### config.mk
export PLATFORM = sky130hd
export DESIGN_NAME = nco_wave
export DESIGN_NICKNAME = d
export VERILOG_FILES = /design/src/rtl/nco_wave.sv
export SDC_FILE = /design/constraint.sdc
export NUM_CORES = 1
export LEC_CHECK = 0
export BUFFER_PORTS_ARGS = -buffer_cell sky130_fd_sc_hd__buf_2
export CAP_MARGIN = 10
export CORE_AREA = 2 2 104 106
export CTS_CLUSTER_SIZE = 20
export DETAILED_ROUTE_END_ITERATION = 7
export DIE_AREA = 0 0 106 108
export PLACE_DENSITY = 0.7
export SLEW_MARGIN = 20
export SYNTH_ARGS = -nofsm -noshare
export SYNTH_HDL_FRONTEND = slang
export SYNTH_SLANG_ARGS = --single-unit
### constraint.sdc
create_clock -name clk -period 3.7 [get_ports clk]
set_input_delay 0.74 -clock clk [delete_from_list [all_inputs] [get_ports clk]]
set_output_delay 0.74 -clock clk [all_outputs]
set_load 0.02 [all_outputs]
### src/rtl/nco_wave.sv
// nco_wave: phase-accumulator NCO emitting offset-binary sine/square/sawtooth/triangle samples
// Ports: clk, rst (sync, active-high); en takes a sample; sync clears the accumulator;
// freq_word is the phase step; phase_off is added to the table address; mode selects the waveform;
// out/out_valid/out_wrap form the registered sample stream, two edges after the en edge.
module nco_wave #(
  parameter int PHASE_W = 24,
  parameter int LUT_AW  = 8,
  parameter int OUT_W   = 8
) (
  input  logic               clk,
  input  logic               rst,
  input  logic               en,
  input  logic               sync,
  input  logic [PHASE_W-1:0] freq_word,
  input  logic [LUT_AW-1:0]  phase_off,
  input  logic [1:0]         mode,
  output logic [OUT_W-1:0]   out,
  output logic               out_valid,
  output logic               out_wrap
);
  localparam int N = 2 ** (LUT_AW - 2);
  localparam int A = 2 ** (OUT_W - 1) - 1;
  localparam logic [OUT_W-1:0] MID = {1'b1, {(OUT_W-1){1'b0}}};
  localparam logic [LUT_AW-2:0] N_V = {1'b1, {(LUT_AW-2){1'b0}}};
  // Quarter-wave sample round(A*sin(pi/2*k/N)) via a Q30 Taylor series, so the table
  // needs no real-number math at elaboration.
  function automatic int sin_rom(input int k);
    longint x, x2, t, s;
    x = (longint'(k) * 64'sd1686629713) / longint'(N);
    x2 = (x * x) >>> 30;
    t = x;
    s = x;
    for (int n = 1; n <= 8; n++) begin
      t = -(((t * x2) >>> 30) / longint'((2 * n) * (2 * n + 1)));
      s = s + t;
    end
    return int'((longint'(A) * s + (64'sd1 <<< 29)) >>> 30);
  endfunction
  logic [OUT_W-2:0]   w_rom [0:N];
  for (genvar g = 0; g <= N; g++) begin : g_rom
    localparam int V = sin_rom(g);
    assign w_rom[g] = V[OUT_W-2:0];
  end
  logic [PHASE_W-1:0] r_acc;
  logic [LUT_AW-1:0]  r_a1;
  logic [1:0]         r_mode1;
  logic               r_v1, r_w1;
  logic [PHASE_W:0]   w_sum;
  logic [LUT_AW-1:0]  w_addr, w_tri_sh, w_r;
  logic [LUT_AW-2:0]  w_i, w_idx;
  logic [1:0]         w_q;
  logic [OUT_W-2:0]   w_mag;
  logic [OUT_W-1:0]   w_sine, w_sq, w_rs, w_wave;
  assign w_sum  = {1'b0, r_acc} + {1'b0, freq_word};
  assign w_addr = r_acc[PHASE_W-1 -: LUT_AW] + phase_off;
  assign w_q    = r_a1[LUT_AW-1 -: 2];
  assign w_i    = {1'b0, r_a1[LUT_AW-3:0]};
  // Odd quadrants read the quarter table mirrored; index N is the peak entry.
  assign w_idx  = w_q[0] ? N_V - w_i : w_i;
  assign w_mag  = w_rom[w_idx];
  assign w_sine = w_q[1] ? MID - {1'b0, w_mag} : MID + {1'b0, w_mag};
  assign w_sq   = r_a1[LUT_AW-1] ? OUT_W'(1) : {OUT_W{1'b1}};
  assign w_tri_sh = {r_a1[LUT_AW-2:0], 1'b0};
  assign w_r    = (r_mode1 == 2'd2) ? r_a1 : (r_a1[LUT_AW-1] ? ~w_tri_sh : w_tri_sh);
  if (OUT_W <= LUT_AW) begin : g_trunc
    assign w_rs = w_r[LUT_AW-1 -: OUT_W];
  end else begin : g_widen
    assign w_rs = {w_r, {(OUT_W-LUT_AW){1'b0}}};
  end
  assign w_wave = (r_mode1 == 2'd0) ? w_sine : (r_mode1 == 2'd1) ? w_sq : w_rs;
  always_ff @(posedge clk) begin
    if (rst) begin
      r_acc     <= '0;
      r_a1      <= '0;
      r_mode1   <= '0;
      r_v1      <= 1'b0;
      r_w1      <= 1'b0;
      out       <= MID;
      out_valid <= 1'b0;
      out_wrap  <= 1'b0;
    end else begin
      r_v1 <= en && !sync;
      if (sync) begin
        r_acc <= '0;
      end else if (en) begin
        r_acc   <= w_sum[PHASE_W-1:0];
        r_a1    <= w_addr;
        r_mode1 <= mode;
        r_w1    <= w_sum[PHASE_W];
      end
      out_valid <= r_v1;
      out_wrap  <= r_v1 && r_w1;
      if (r_v1) out <= w_wave;
    end
  end
endmodule
* After elaboration in Yosys (flattened, before gate mapping)
Memories as Yosys holds them, arrays and structs flattened. Cells that the tools add are included.
Storage, ports and cells: bits in read-only memories 896, bits in latches 0, memory bits (writable) 0, logic and storage cells 35, memories kept 1, flip-flop bits (word level) 46
Memory list:
- (name not given) | depth 128, bits a word 7, read ports 1, clocked after memory_dff 0, write ports 0, line 60 | assign w_mag = w_rom[w_idx];
Operators by class: multiplexer cells 9, add/subtract/negate cells 5, bitwise operators 3, reductions and logical operators 6, order comparisons 1, eq/ne operators 2, div/mod/pow operators 0, shifts and indexed selects 0, multipliers 0
Operators with widths (number):
- 8-bit two-way mux | 6
- 24-bit by 24-bit adder with 25-bit output | 1
- 7-bit two-way mux | 3
- 8-bit by 7-bit adder with 8-bit output (first input constant) | 1
- 8-bit adder | 1
- 8-bit >= comparator (second input constant) | 1
- 7-bit NOT with 8-bit output | 1
- 8-bit NOT | 1
- 8-bit by 7-bit subtractor with 8-bit output (first input constant) | 1
- 7-bit by 6-bit subtractor with 7-bit output (first input constant) | 1
- 2-bit by 1-bit == test with 1-bit output (second input constant) | 1
- 2-bit == test (second input constant) | 1
- 1-bit logical AND | 2
- 2-bit logical NOT | 1
- 2-bit AND reduction | 1
- 2-bit OR reduction | 1
- 1-bit logical NOT | 1
- 1-bit NOT | 1

* Depth between registers and ports, before layout
Gate-level depths: netlist of the first run.
word-level depth 9, gate-level depth with buffers 18

* Least setup slack after synthesis of the first run
Ideal clock, no wire load.
path type flip-flop to flip-flop, start point register r_a1[0], end point register out[4], arrival 3805 ps, buffers on the path 1, clock period less this slack 3922 ps, required time 3583 ps, setup slack -222 ps, cell stages (with the launch flop) 19, cells stage by stage dfxtp_1 -> clkbuf_1 -> inv_1 -> ha_1 -> mux2i_1 -> inv_1 -> ha_1 -> inv_1 -> mux4_2 -> nor2_1 -> o21ai_0 -> and3_1 -> ha_1 -> inv_1 -> nand2_1 -> a21o_1 -> o311ai_0 -> a311oi_1 -> a32o_1
Between the ends: longest elaborated chain between the ends 9, elaborated cells between the ends (all ways) 10, classes of those cells 3 x add/sub; 5 x mux; 1 x bitwise; 1 x memory
RTL lines:
- from (decl) | line 45 | logic [LUT_AW-1:0] r_a1;
- from (signal assigned) | line 87 | r_a1 <= w_addr;
- 7-bit by 6-bit subtractor with 7-bit output | line 59 | assign w_idx = w_q[0] ? N_V - w_i : w_i;
- 7-bit two-way mux * | line 59
- 7-bit NOT with 8-bit output (implied by the code) * | line 60
- memory 128 x 7 bit *
- 7-bit two-way mux (implied by the code) * (2 in series) | line 60
- 8-bit by 7-bit adder with 8-bit output / 8-bit by 7-bit subtractor with 8-bit output (equally long branches) | line 61 | assign w_sine = w_q[1] ? MID - {1'b0, w_mag} : MID + {1'b0, w_mag};
- 8-bit two-way mux * | line 61
- 8-bit two-way mux * | line 70 | assign w_wave = (r_mode1 == 2'd0) ? w_sine : (r_mode1 == 2'd1) ? w_sq : w_rs;
- to (signal assigned) | line 93 | if (r_v1) out <= w_wave;
- to (decl) | line 17 | output logic [OUT_W-1:0] out,
Every way passes the cells marked *; elsewhere a longest branch is shown, timed or not. The select of a mux whose other input is x is not followed. A chain may end at the register's enable or synchronous reset.

* Worst setup path in the final report of the first run
Ends and elaborated chain as after synthesis.

==> results of run 1 <==
## registers in the layout (all words and copies together) (netlist names)
name	cells
r_w1	1
r_acc	24
r_a1	8
out_valid	1
out	8
r_v1	1
out_wrap	1
r_mode1	2
## area by class of cell
type                            instances  area [um^2]  area share
Tap cell                              136          170      0.0337
Sequential cell                        46          921       0.182
Clock buffer                            6         72.6      0.0144
Inverter                               20         75.1      0.0149
Multi-Input combinational cell        483         3390       0.671
Timing Repair Buffer                   70          408      0.0808
Clock inverter                          2         13.8     0.00273
## cell usage after synthesis, types with 7 or more instances
master / number
nor3_1: 11
a21oi_1: 49
or3_1: 8
clkbuf_1: 26
a211oi_1: 15
a21o_1: 20
inv_1: 20
dfxtp_1: 46
ha_1: 38
nor2_1: 59
nor2b_1: 10
nand3_1: 16
a31oi_1: 7
o21ai_0: 25
nand2_1: 48
mux2i_1: 21
xnor2_1: 21
## routing by layer
layer,track usage,share of wire,vias to the layer above
met5,0,0,-
met4,0.0827,0.033,0
met3,0.0271,0.053,39
met2,0.341,0.45,179
met1,0.293,0.47,2116
li1,-,-,2265
## metrics by stage
step | total power, mW | worst slack [ps]
floorplan | 1.02 | 4.47
global placement | 1.18 | 228
detailed placement | 1.19 | 160
CTS | 1.51 | 229
global route | 1.61 | 8.71
finish | 1.51 | 233
## cell families (layout without fill, tap and decap cells)
| kind of cell | count (synthesis) | in the layout | share of synthesized area |
|---|---|---|---|
| simple gates | 198 | 198 | 0.217 |
| compound gates | 193 | 193 | 0.301 |
| buf+inv | 55 | 98 | 0.0504 |
| flops | 46 | 46 | 0.204 |
| fa+ha+maj | 40 | 40 | 0.114 |
| xor+xnor | 29 | 29 | 0.0595 |
| mux | 23 | 23 | 0.0540 |
## worst min-delay path, stage by stage, from the launching register on
cell      delay [ps]
dfxtp_1          320
nand2b_1          70
a21oi_1           50
## worst paths after layout
path / startpoint / slack (ps) / to
min reg2reg: out[0] / 480 / out[0]
min: out[0] / 480 / out[0]
max reg2reg: r_a1[0] / 230 / out[4]
max: r_a1[0] / 230 / out[4]
## report_power, final
| group | leakage, nW | switching (mW) | total (mW) | internal [mW] |
|---|---|---|---|---|
| combinational | 1.80 | 0.373 | 0.646 | 0.273 |
| clock | 0.0452 | 0.183 | 0.317 | 0.134 |
| sequential | 0.376 | 0.0294 | 0.550 | 0.520 |
| total | 2.22 | 0.586 | 1.51 | 0.927 |
## timing repair
item	CTS	global route
gates resized for setup	0	4
hold buffers	0	0
endpoints found under the setup margin	0	2
==> impl_metrics.py, run 1 <==
metrics = {
    "detailed_routing": {
        "routedWlPerCell_um": 16.1,
        "drtPass1Iterations": 5,
        "drt-vias-per-instance": 6.03,
        "initialDrtViolationCount": 229,
        "antenna_left": 0,
        "drc_errors": 0,
        "vias": 4599,
        "routed_wl_um": 12300,
    },
    "setup_path": {
        "crit_path_frequent_cell": "inv_1",
        "crit_path_end_kind": "flop",
        "rr_worst_depth": 17,
        "critPathTopFamily": "adder cells",
        "cp_max_fo": 5,
        "worstPathCellList": "inv_1 > ha_1 > mux2i_2 > inv_1 > ha_1 > inv_1 > mux4_2 > nor2_1 > o21ai_0 > and3_1 > ha_1 > inv_1 > nand2_1 > a21o_1 > o311ai_0 > a311oi_1 > a32o_1",
        "cp.depth": 17,
        "cpPeakStageDelay_ps": 440,
        "crit_type": "reg2reg",
        "worstPathRequired_ps": 3900,
        "cp_data_arrival_time_ps": 3670,
        "crit_buf_inv": 4,
        "start_kind": "flop",
        "cpMaxStageDelayCell": "mux4_2",
    },
    "logic_synthesis": {
        "async_flop_share": 0,
        "synth_fp_nets": 662,
        "yosys.area.top_type_share": 0.204,
        "synth.distinct_cells": 75,
        "syn-cell-area_um2": 4520,
        "yosysSeqAreaShare": 0.204,
        "synth-main-ff-cell": "dfxtp_1",
        "synth_area_leaders": "dfxtp_1 20%, ha_1 11%, a21oi_1 5.4%",
        "ys_warn_count": 0,
        "synthCells": 584,
        "synth_edf_count": 0,
        "synth.avg_cell_area_um2": 7.74,
        "yosysTopAreaCell": "dfxtp_1",
        "yosys_register_bits": 46,
    },
    "cts": {
        "insertion_delay_ps": 310,
        "cts-root-buf": "clkbuf_8",
        "cts_buffers": 5,
        "htree_levels": 2,
        "clockBufferDepth": 2,
        "clock_sinks": 46,
        "cts.clk_slew.worst_paths_ps": 80,
        "cts_tree": "done",
        "postCtsSetupRepairBufs": 0,
    },
    "floorplanning": {
        "fp-row-count": 37,
        "fp.dieH_um": 108,
        "initial_core_util": 0.442,
        "dieArea_um2": 11400,
        "die_x_um": 106,
        "io_pins": 48,
        "core_um2": 10200,
    },
    "run_status": {
        "status": "finished, final reports clean",
    },
    "hold_path": {
        "hp-class": "reg2reg",
        "holdPathStages": 2,
    },
    "global_route": {
        "grtUsageTotal": 0.213,
        "grt_pass1_wl_um": 20100,
        "grt_pass1_vias": 4219,
        "antenna_found_initial": 0,
        "overflow": 0,
        "grt_max_degree": 30,
    },
    "cells_and_area": {
        "antenna_cells": 0,
        "area_growth_pct": 11.8,
        "drive_gt1_frac": 0.161,
        "fin_area_um2": 5050,
        "final_util": 0.494,
        "layout_common_cells": "59 x nor2_1, 49 x a21oi_1, 48 x nand2_1, 47 x buf_2, 46 x dfxtp_1",
        "nFillCells": 985,
        "final_net_count": 704,
        "layout.cells.non_filler": 763,
        "layout_commonest_cell": "nor2_1",
    },
    "sta": {
        "rsz0062_at_grt": "no",
        "hold_viol_final": 0,
        "fin_crit_sh": 0.937,
        "setup_violations": 0,
        "maxSlewHeadroom": 0.372,
        "whs_ps": 484,
        "period_needed_ps": 3470,
        "drv_slew": 0,
        "tightestPinTransition_ps": 918,
        "finClkSkew_ps": 14.9,
        "finalSetupTns_ps": 0,
        "fmax_mhz": 288,
    },
    "pwr": {
        "powerDensity_nw_per_um2": 300,
        "p_leak_nw": 2.22,
        "vdd_ir_drop_max_mv": 0.151,
    },
    "placed_design": {
        "hpwl_um": 9340,
        "dp.cells": 755,
        "postPlaceCellArea_um2": 4950,
        "gp_congestion": 0.941,
        "numPortBuffers": 47,
    },
    "job": {
        "max_cap_viol_count": 0,
    },
}
Power figures use the tool's default switching activity.
==> run 2, diff against run 1 <==
Settings changed: BUFFER_PORTS_ARGS -buffer_cell sky130_fd_sc_hd__buf_2 to -buffer_cell sky130_fd_sc_hd__clkbuf_2.
==> run 2 against run 1 <==
Against the previous run:
- core utilization grew 0.086 points
- non-clock buffer count shrank 3
- maximum frequency grew 0.45%
- clock power grew 26%
- sequential power is essentially flat
- combinational power shrank 2%
- count of clock-buffer cells in the layout shrank 1
- total power grew 4.8%
- final area grew 0.17%
- final cell count shrank 0.39%
- sequential cell count is the same
- critical endpoint unchanged
==> impl_metrics.py, run 2 (synthesis results as in run 1) <==
metrics = {
    "run_status": {
        "status": "finished, final reports clean",
    },
    "sta": {
        "rsz0062_at_grt": "no",
        "period_needed_ps": 3450,
        "finalSetupTns_ps": 0,
        "fmax_mhz": 290,
        "tightestPinTransition_ps": 672,
        "whs_ps": 496,
        "fin_crit_sh": 0.933,
        "drv_slew": 0,
        "finClkSkew_ps": 4.42,
        "setup_violations": 0,
        "maxSlewHeadroom": 0.548,
        "hold_viol_final": 0,
    },
    "pwr": {
        "swShare": 0.375,
        "powerDensity_nw_per_um2": 313,
        "switching_power_uw": 595,
        "seq_power_share": 0.347,
        "p_int_uw": 990,
        "p_comb_frac": 0.402,
        "vdd_ir_drop_max_mv": 0.165,
        "clkPwrFrac": 0.252,
        "p_leak_nw": 2.21,
        "power_mw": 1.58,
    },
    "cts": {
        "clock_sinks": 46,
        "postCtsSetupRepairBufs": 0,
        "cts.clk_slew.worst_paths_ps": 100,
        "htree_levels": 2,
        "post_cts_resized": 0,
        "holdBufCountCts": 0,
        "cts_buffers": 5,
        "cts-root-buf": "clkbuf_8",
        "clockBufferDepth": 2,
        "cts_tree": "done",
        "insertion_delay_ps": 310,
    },
    "setup_path": {
        "r2r_slack_ps": 250,
        "crit_path_end_kind": "flop",
        "critPathCapture": "out[4]",
        "r2r-start": "r_a1[0]",
        "start_kind": "flop",
        "crit_type": "reg2reg",
        "cp-startpoint": "r_a1[0]",
        "critPathTopFamily": "adder cells",
        "worstPathCellList": "inv_1 > ha_1 > mux2i_2 > inv_1 > ha_4 > inv_1 > mux4_2 > nor2_1 > o21ai_0 > and3_1 > ha_1 > inv_1 > nand2_1 > a21o_1 > o311ai_0 > a311oi_1 > a32o_1",
        "cpMaxStageDelayCell": "mux4_2",
        "cp_data_arrival_time_ps": 3660,
        "crit_path_frequent_cell": "inv_1",
        "cp.depth": 17,
        "rr_worst_depth": 17,
        "worstPathRequired_ps": 3900,
        "r2r_end": "out[4]",
        "cpPeakStageDelay_ps": 430,
        "cp_max_fo": 5,
        "crit_buf_inv": 4,
    },
    "cells_and_area": {
        "final_net_count": 701,
        "layout_common_cells": "59 x nor2_1, 49 x a21oi_1, 48 x nand2_1, 47 x clkbuf_2, 46 x dfxtp_1",
        "layout_commonest_cell": "nor2_1",
        "top_regs": "r_acc (24), out (8), r_a1 (8)",
        "largest_register_ffs": 24,
        "top_register": "r_acc",
        "nFillCells": 1024,
        "area_growth_pct": 12.0,
        "drive_gt1_frac": 0.159,
        "antenna_cells": 0,
        "fin_area_um2": 5060,
    },
    "global_route": {
        "antenna_found_initial": 0,
        "grt_pass1_vias": 4296,
        "grtUsageTotal": 0.215,
        "overflow": 0,
        "grt_max_degree": 30,
        "grt_pass1_wl_um": 20300,
    },
    "hold_path": {
        "hp-class": "reg2reg",
    },
    "detailed_routing": {
        "vias": 4550,
        "drt-vias-per-instance": 5.99,
        "initialDrtViolationCount": 328,
        "drtPass1Iterations": 5,
        "drc_errors": 0,
        "antenna_left": 0,
        "routed_wl_um": 12200,
        "routedWlPerCell_um": 16.1,
    },
    "floorplanning": {
        "core_um2": 10200,
        "die_x_um": 106,
        "fp.dieH_um": 108,
        "io_pins": 48,
        "dieArea_um2": 11400,
        "initial_core_util": 0.442,
        "fp-row-count": 37,
    },
    "placed_design": {
        "postPlaceCellArea_um2": 4920,
        "hpwl_um": 9300,
        "gp_congestion": 0.929,
        "numPortBuffers": 47,
    },
    "job": {
        "max_cap_viol_count": 0,
    },
}
==> run 2: changes by cell type in the layout (fill, tap and decap cells not counted), sizes merged <==
cell    delta
inv        +1
clkinv     -1
bufinv     +1
buf       -50
clkbuf    +46
==> run 2: worst min-delay path by stage <==
stage | cells past startpoint | endpoint | from
2_1_floorplan | 1 | out_wrap | r_w1
3_3_place_gp | 2 | out[0] | out[0]
3_5_place_dp | 2 | r_acc[2] | r_acc[2]
4_1_cts | 2 | r_acc[2] | r_acc[2]
5_1_grt | 2 | r_acc[19] | r_acc[19]
6_report | 2 | out[0] | out[0]
==> run 2: cell type report <==
class	instances	area (um^2)	share of cell area
clock inverters	3	43.8	0.00866
clock buffers	5	68.8	0.0136
repair buffers	67	385	0.0762
multi-input cells	483	3390	0.671
flip-flops and latches	46	921	0.182
inverters	20	75.1	0.0148
well taps	136	170	0.0336
==> run 2: routing by layer <==
| metal | GRT usage | wire, um | share of wire | vias up |
|---|---|---|---|---|
| li1 | - | - | - | 2256 |
| met4 | 0.0667 | 303 | 0.025 | 0 |
| met3 | 0.0332 | 594 | 0.049 | 28 |
| met5 | 0 | 0 | 0 | - |
| met1 | 0.290 | 5580 | 0.46 | 2119 |
| met2 | 0.356 | 5760 | 0.47 | 147 |
==> run 2: worst reg2reg max path: stages, from the launching register on <==
cell      delay, ps
dfxtp_1         350
inv_1           100
ha_1            320
mux2i_2         180
inv_1           160
ha_4            320
inv_1            50
mux4_2          430
nor2_1           90
o21ai_0         140
and3_1          230
ha_1            200
inv_1            80
nand2_1          80
a21o_1          180
o311ai_0         90
a311oi_1         90
a32o_1          260
==> run 2: power groups by stage <==
| stage | logic [mW] | clock network [mW] | registers [mW] |
|---|---|---|---|
| 2_1_floorplan | 0.468 | 0 | 0.554 |
| 3_3_place_gp | 0.607 | 0 | 0.559 |
| 3_5_place_dp | 0.621 | 0 | 0.560 |
| 4_1_cts | 0.625 | 0.410 | 0.549 |
| 5_1_grt | 0.702 | 0.428 | 0.554 |
| 6_report | 0.636 | 0.399 | 0.549 |
==> run 2: metrics by stage <==
| stage | worst slack [ps] | instances | utilization |
|---|---|---|---|
| floorplan | 4.47 | 584 | - |
| global placement | 259 | 752 | 0.481 |
| detailed placement | 182 | 752 | 0.481 |
| CTS | 179 | 760 | 0.492 |
| global route | 4.53 | 760 | 0.494 |
| finish | 248 | 760 | 0.494 |
